### src/rtl/poly_line_sequencer.sv
// Polygon edge scheduler: stores up to MAXV vertices and runs the shared line engine once per edge.
// Define POLY_LINE_SEQUENCER_CLOSE_EN to compile in the closing edge (last vertex back to vertex 0).
module poly_line_sequencer #(
  parameter int CORDW = 12,
  parameter int MAXV  = 8
) (
  input  logic                      clk,
  input  logic                      rst,
  input  logic                      vtx_we,
  input  logic [$clog2(MAXV)-1:0]   vtx_idx,
  input  logic signed [CORDW-1:0]   vtx_x,
  input  logic signed [CORDW-1:0]   vtx_y,
  input  logic [$clog2(MAXV):0]     nverts,
  input  logic                      closed,
  input  logic                      go,
  output logic                      busy,
  output logic                      done,
  output logic                      line_start,
  output logic signed [CORDW-1:0]   line_x0,
  output logic signed [CORDW-1:0]   line_y0,
  output logic signed [CORDW-1:0]   line_x1,
  output logic signed [CORDW-1:0]   line_y1,
  output logic [$clog2(MAXV)-1:0]   line_idx,
  input  logic                      line_done
);

  localparam int IW = $clog2(MAXV);
  localparam int CW = IW + 1;

  typedef enum logic [2:0] {S_IDLE, S_LOAD, S_START, S_WAIT, S_FIN} state_t;

  state_t                  state, state_nx;
  logic signed [CORDW-1:0] vx [MAXV];
  logic signed [CORDW-1:0] vy [MAXV];
  logic [CW-1:0]           cnt;
  logic [CW-1:0]           e_r;
  logic [CW-1:0]           n_clamp;
  logic [CW-1:0]           e_go;
  logic [IW-1:0]           nxt_idx;
  logic                    last;
  logic                    closed_eff;

`ifdef POLY_LINE_SEQUENCER_CLOSE_EN
  logic [CW-1:0] n_r;

  assign closed_eff = closed;
  // Edge from vertex n-1 wraps back to slot 0.
  assign nxt_idx = ((cnt + CW'(1)) == n_r) ? '0 : (cnt[IW-1:0] + IW'(1));
`else
  logic closed_unused;

  assign closed_eff    = 1'b0;
  assign closed_unused = closed;
  assign nxt_idx       = cnt[IW-1:0] + IW'(1);
`endif

  assign n_clamp = (nverts > CW'(MAXV)) ? CW'(MAXV) : nverts;

  // Two vertices closed would only retrace the same segment, so it stays one edge.
  always_comb begin
    e_go = '0;
    if (n_clamp >= CW'(2)) begin
      if (closed_eff && (n_clamp != CW'(2)))
        e_go = n_clamp;
      else
        e_go = n_clamp - CW'(1);
    end
  end

  assign last = (cnt == (e_r - CW'(1)));

  always_ff @(posedge clk) begin
    if (rst) begin
      for (int i = 0; i < MAXV; i++) begin
        vx[i] <= '0;
        vy[i] <= '0;
      end
    end else if (vtx_we && (state == S_IDLE)) begin
      vx[vtx_idx] <= vtx_x;
      vy[vtx_idx] <= vtx_y;
    end
  end

  always_ff @(posedge clk) begin
    if (rst) begin
      cnt      <= '0;
      e_r      <= '0;
      line_x0  <= '0;
      line_y0  <= '0;
      line_x1  <= '0;
      line_y1  <= '0;
      line_idx <= '0;
`ifdef POLY_LINE_SEQUENCER_CLOSE_EN
      n_r      <= '0;
`endif
    end else begin
      case (state)
        S_IDLE: begin
          if (go) begin
            cnt <= '0;
            e_r <= e_go;
`ifdef POLY_LINE_SEQUENCER_CLOSE_EN
            n_r <= n_clamp;
`endif
          end
        end
        S_LOAD: begin
          line_x0  <= vx[cnt[IW-1:0]];
          line_y0  <= vy[cnt[IW-1:0]];
          line_x1  <= vx[nxt_idx];
          line_y1  <= vy[nxt_idx];
          line_idx <= cnt[IW-1:0];
        end
        S_WAIT: begin
          if (line_done && !last)
            cnt <= cnt + CW'(1);
        end
        default: ;
      endcase
    end
  end

  always_ff @(posedge clk) begin
    if (rst)
      state <= S_IDLE;
    else
      state <= state_nx;
  end

  always_comb begin
    state_nx   = state;
    busy       = 1'b0;
    done       = 1'b0;
    line_start = 1'b0;
    case (state)
      S_IDLE: begin
        if (go)
          state_nx = (e_go == '0) ? S_FIN : S_LOAD;
      end
      S_LOAD: begin
        busy     = 1'b1;
        state_nx = S_START;
      end
      S_START: begin
        busy       = 1'b1;
        line_start = 1'b1;
        state_nx   = S_WAIT;
      end
      S_WAIT: begin
        busy = 1'b1;
        if (line_done)
          state_nx = last ? S_FIN : S_LOAD;
      end
      S_FIN: begin
        done     = 1'b1;
        state_nx = S_IDLE;
      end
      default: state_nx = S_IDLE;
    endcase
  end

endmodule

### config.mk
export PLATFORM = sky130hd
export DESIGN_NAME = poly_line_sequencer
export DESIGN_NICKNAME = d
export VERILOG_FILES = /design/src/rtl/poly_line_sequencer.sv
export SDC_FILE = /design/constraint.sdc
export NUM_CORES = 1
export LEC_CHECK = 0
export ABC_AREA = 1
export BUFFER_PORTS_ARGS = -buffer_cell sky130_fd_sc_hd__buf_2
export CORE_ASPECT_RATIO = 1.1
export CORE_MARGIN = 3
export CORE_UTILIZATION = 50
export DETAILED_ROUTE_END_ITERATION = 8
export PLACE_DENSITY = 0.71
export SYNTH_ARGS = -nofsm -noshare
export SYNTH_HDL_FRONTEND = slang
export SYNTH_SLANG_ARGS = --single-unit
### constraint.sdc
create_clock -name clk -period 5.9 [get_ports clk]
set_clock_uncertainty 0.1 [all_clocks]
set_input_delay 0.295 -clock clk [delete_from_list [all_inputs] [get_ports clk]]
set_output_delay 0.295 -clock clk [all_outputs]
set_load 0.05 [all_outputs]
==> results of run 1 <==
==> registers in the layout, summed over array words and instances, names as in the netlist <==
register,flops
line_x1,12
vx,96
cnt,4
line_x0,12
e_r,4
line_idx,3
vy,96
line_y1,12
line_y0,12
state,3
==> through the flow <==
| stage | hold slack [ns] | instance area (µm²) | power (W) | setup slack, ns |
|---|---|---|---|---|
| after floorplan | 0.345 | 12700 | 0.00305 | 3.72 |
| after global placement | 0.350 | 12900 | 0.00336 | 2.88 |
| after detailed placement | 0.353 | 12900 | 0.00339 | 2.74 |
| after CTS | 0.0236 | 13800 | 0.00500 | 2.61 |
| after global routing | 0.0249 | 13800 | 0.00519 | 2.37 |
| final | 0.0263 | 13800 | 0.00501 | 2.54 |
==> routing by layer <==
metal / global-route usage (%) / share of wire [%]
met1: 36.0 / 39
met2: 39.8 / 44
met3: 5.36 / 13
met4: 10.5 / 3.4
met5: 0 / 0
==> cell usage in the layout (no fill, tap or decap), types with 5 or more instances in the layout <==
master,n
o21ai_0,210
nand3_1,40
a21oi_1,91
nor2_1,345
inv_2,5
o211ai_2,11
clkbuf_1,5
nand2_4,8
o221ai_1,8
o21ai_1,16
dfxtp_1,60
clkbuf_16,27
o211ai_1,29
buf_4,7
nand2_2,7
o22ai_1,34
nand2_1,151
edfxtp_1,192
inv_1,98
buf_2,89
==> power by group <==
| group | switching, W | internal (W) |
|---|---|---|
| Sequential | 0.000136 | 0.00206 |
| Clock | 0.000694 | 0.000941 |
| Combinational | 0.000879 | 0.000299 |
| Total | 0.00171 | 0.00330 |
==> critical path: cells and delay by family (launching register included) <==
kind | cells | cell delay, ns
AOI/OAI and AO/OA | 3 | 0.69
buffers and inverters | 2 | 1.63
DFF | 1 | 0.62
and+or+nand+nor | 1 | 0.20
==> area by class of cell <==
type                            instances  area [µm²]  share of cell area, %
Multi-Input combinational cell        973        4650                   33.6
Sequential cell                       254        7010                   50.7
Clock inverter                         15         143                   1.03
Tap cell                              310         388                   2.81
Inverter                              105         402                   2.91
Antenna cell                            1        2.50                 0.0181
Clock buffer                           33         708                   5.12
Timing Repair Buffer                   98         518                   3.75
==> final timing paths <==
| kind | cells past startpoint | end | startpoint |
|---|---|---|---|
| setup / recovery | 6 | line_x1[5] | cnt[0] |
| hold / removal | 3 | e_r[2] | nverts[2] |
| setup reg to reg | 6 | line_x1[5] | cnt[0] |
| hold reg to reg | 2 | line_x1[7] | line_x1[7] |
==> cell families after synthesis <==
family          count (synthesis)  share of synthesized area (%)
simple gates                  565                           18.2
compound gates                402                           17.8
flops                         254                           55.4
buf+inv                       206                           8.04
xor+xnor                        4                          0.425
fa+ha+maj                       2                          0.198
==> repair_timing <==
| action | CTS | global route |
|---|---|---|
| buffers inserted | 0 | 0 |
| hold buffers | 2 | 0 |
| endpoints found under the hold margin | 2 | 0 |
| gates resized for setup | 0 | 0 |
==> results.toml, run 1 <==
[synth]
synthFlopType = "edfxtp_1"
yosys-top-cells-area = "edfxtp_1 (46%), nor2_1 (10%), dfxtp_1 (9.8%)"
yosysTopAreaCellShare_pct = 45.6
synth.most_common_cell = "nor2_1"
synth_seq_cells = 254
ys.warnings.count = 0
synth_fp_nets = 1472
synth-seq-area-share_pct = 55.4
synthCells = 1433
async_flop_share_pct = 0
yosysUniqueCellTypes = 37
ys_top_cells_by_count = "nor2_1 (345), o21ai_0 (210), edfxtp_1 (192), nand2_1 (158), inv_1 (98)"
synth_top_cell_by_area = "edfxtp_1"
synth.avg_cell_area_um2 = 8.83
netlist_area_um2 = 12700
synth-edff-count = 192

[die]
initial_core_util_pct = 51.2
die-area_um2 = 27300
rows = 60
die_y_um = 173
die_w_um = 158
io_pins = 91
core_area_um2 = 24700

[placed_design]
place.gp.congestion = 0.815
hpwlAfterDp_um = 19400
placed_cells = 1738
io_buffer_count = 89

[layout]
nFillCells = 2161
layout-drive-gt1-share_pct = 12.2
utilization_pct = 56.0
final_nets = 1497
instances_no_fill = 1789
syn2layout_area_growth_pct = 9.26

[timing]
slew_headroom_pct = 17.5
clock.fmax_ghz = 0.298
fin_crit_sh_pct = 56.9
rsz0062_at_grt = "no"
hold_violations = 0
setup_viol = 0
tightest_slew_ns = 1.24
final.setup.tns_ns = 0
fin_crit_ns = 3.36
slew_viol_final = 0

[critical_path]
reg2reg_slack_ns = 2.54
slowest_delay_ns = 0.85
arrival_ns = 3.71
cp_max_fo = 102
cpMaxStageDelayCell = "buf_4"
cp.required_ns = 6.25
cp_cell_sequence = "inv_4, buf_4, o21ai_0, o221ai_1, nand3_1, a21oi_1"
cp-end-kind = "register"
crit_type = "reg2reg"
critPathLaunchType = "register"

[hold_path]
hold_class = "in2reg"

[clock_tree]
cts.sinks = 254
clkLatencyLatePin_ns = 0.53
clockBufferDepth = 3
cts.clk_slew.worst_paths_ns = 0.06
cts_tree = "done"
cts_htree_levels = 1
cts-root-buf = "clkbuf_16"
cts_buffers = 26

[detailed_routing]
viasPerCell = 5.96
dr_total_vias = 10654
drc = 0
ant_nets = 0
wl_um = 36800
drt-initial-drc-count = 1378
wl_per_cell_um = 20.6
drt_first_pass_iters = 6

[job]
cap_viol_max_count = 0

[global_routing]
first_global_vias = 9969
antenna_found_initial = 0
gr-total-overflow = 0
grt_pass1_wl_um = 54600
grt_max_degree = 103
track_usage_pct = 25.9

[power]
power.density_nw_per_um2 = 362
total_leakage_power_nw = 5.72
vdd_ir_drop_max_uv = 217

[status]
outcome = "finished clean"
No activity file was read; power rests on OpenSTA's default activity.
==> run 2, diff against run 1 <==
==> constraint.sdc (replaced) <==
create_clock -name clk -period 3.19 [get_ports clk]
set_clock_uncertainty 0.1 [all_clocks]
set_input_delay 0.1595 -clock clk [delete_from_list [all_inputs] [get_ports clk]]
set_output_delay 0.1595 -clock clk [all_outputs]
set_load 0.05 [all_outputs]
==> run 2 against run 1 <==
Against the previous run: non-clock buffer count increased by 55; global-route usage decreased by 0.32 points; first-iteration DRC count up 8.1%; count of clock-buffer cells in the layout up 1; sequential cell count unchanged; fmax rose by 36%; clock power increased by 74%; total power up 83%; sequential power rose by 80%; sequential share of layout area shrank 1.7 points; worst setup slack worse by 1.8 ns; critical path type unchanged; critical endpoint unchanged; highest routed layer is now met5.
==> results.toml, run 2 (synthesis results as in run 1) <==
[global_routing]
grt_max_degree = 193
track_usage_pct = 25.6
grt.busiest_layer = "met2"
antenna_found_initial = 4
grt_pass1_wl_um = 54300
gr-total-overflow = 0
use_met1_pct = 35.3
first_global_vias = 10062
use_met2_pct = 41.1
met3_usage_pct = 5.11

[layout]
mostFrequentLayoutCells = "nor2_1 (345), o21ai_0 (210), edfxtp_1 (192)"
multi_input_area_um2 = 4630
nFillCells = 2106
final_common_cell = "nor2_1"
largest_registers = "vx (96), vy (96)"
layout-drive-gt1-share_pct = 12.8
seqCellArea_um2 = 7010
syn2layout_area_growth_pct = 13.1
antenna_cells = 0
final_area_um2 = 14300
final_nets = 1552

[die]
die_w_um = 158
core_area_um2 = 24700
io_pins = 91
rows = 60
initial_core_util_pct = 51.2
die-area_um2 = 27300
die_y_um = 173

[clock_tree]
clkLatencyLatePin_ns = 0.53
clockBufferDepth = 3
cts_resized = 0
cts_htree_levels = 1
cts_tree = "done"
cts.clk_slew.worst_paths_ns = 0.06
cts-root-buf = "clkbuf_16"
cts.sinks = 254
cts_setup_buffers = 0
cts_buffers = 26

[critical_path]
cp-end-kind = "register"
slowest_delay_ns = 0.69
cp_cell_sequence = "ha_2, inv_1, o21ai_0, o221ai_1, nand3_1, a21oi_1"
critPathLaunchType = "register"
cp.required_ns = 3.54
cp_max_fo = 21
crit_type = "reg2reg"
arrival_ns = 2.81
cpMaxStageDelayCell = "inv_1"

[hold_path]
hold_class = "in2reg"

[placed_design]
hpwlAfterDp_um = 20700
placed_area_um2 = 13200
io_buffer_count = 89
place.gp.congestion = 0.833

[timing]
fin_crit_sh_pct = 77.2
rsz0062_at_grt = "no"
slew_viol_final = 0
tightest_slew_ns = 0.940
slew_headroom_pct = 37.2
hold_violations = 0
setup_viol = 0
clock.fmax_ghz = 0.406
final.setup.tns_ns = 0
fin_crit_ns = 2.46

[power]
total_leakage_power_nw = 5.98
power.density_nw_per_um2 = 640
vdd_ir_drop_max_uv = 338

[detailed_routing]
drt_first_pass_iters = 6
ant_nets = 0
drc = 0
viasPerCell = 5.87
wl_um = 36000
wl_per_cell_um = 19.5
drt-initial-drc-count = 1490
dr_total_vias = 10822

[job]
cap_viol_max_count = 0

[status]
outcome = "finished clean"
run 2: layout make-up:
class / instances / share of cell area (%)
clock buffers: 34 / 4.91
clock inverters: 14 / 0.621
inverters: 105 / 2.81
multi-input cells: 973 / 32.4
flip-flops and latches: 254 / 49.0
well taps: 310 / 2.71
repair buffers: 153 / 7.56
run 2: worst max-delay path: cells and delay by family (launching register included):
kind                       cells  cell delay, ns
AOI/OAI and AO/OA              3            0.72
buffers and inverters          1            0.69
DFF                            1            0.38
adders and majority gates      1            0.30
and+or+nand+nor                1            0.20
run 2: metrics by stage:
step	power [W]	hold WS [ns]	cells	setup slack (ns)	util, %
4_1_cts	0.00914	0.0620	1843	0.833	57.9
5_1_grt	0.00951	0.103	1843	0.726	57.9
3_3_place_gp	0.00625	0.349	1763	0.652	53.4
2_1_floorplan	0.00564	0.229	1433	1.01	-
6_report	0.00916	0.0817	1843	0.726	57.9
3_5_place_dp	0.00630	0.352	1763	0.624	53.4
run 2: path summary, 6_finish.rpt:
path                                 start    endpoint  slack [ns]  depth (start not counted)
worst min register to register  line_x1[3]  line_x1[3]        0.36                          2
worst max-delay path                cnt[0]  line_x1[5]        0.73                          6
worst min-delay path                   rst    state[2]        0.08                          2
worst max register to register      cnt[0]  line_x1[5]        0.73                          6
run 2: what timing repair did:
action | 4_1_cts | 5_1_grt
endpoints found under the setup margin | 0 | 0
hold endpoints to repair | 198 | 0
hold buffers | 32 | 0
run 2: power breakdown:
group,leakage (nW),switching [W],internal (W)
clock,0.390,0.00123,0.00162
combinational,3.10,0.00171,0.000629
sequential,2.49,0.000158,0.00381
run 2: routing by layer:
metal  vias to the layer above  share of wire [%]
met4                         6                2.5
met3                        82                 10
li1                       5045                  -
met1                      5091                 41
met5                         -               0.13
met2                       598                 46
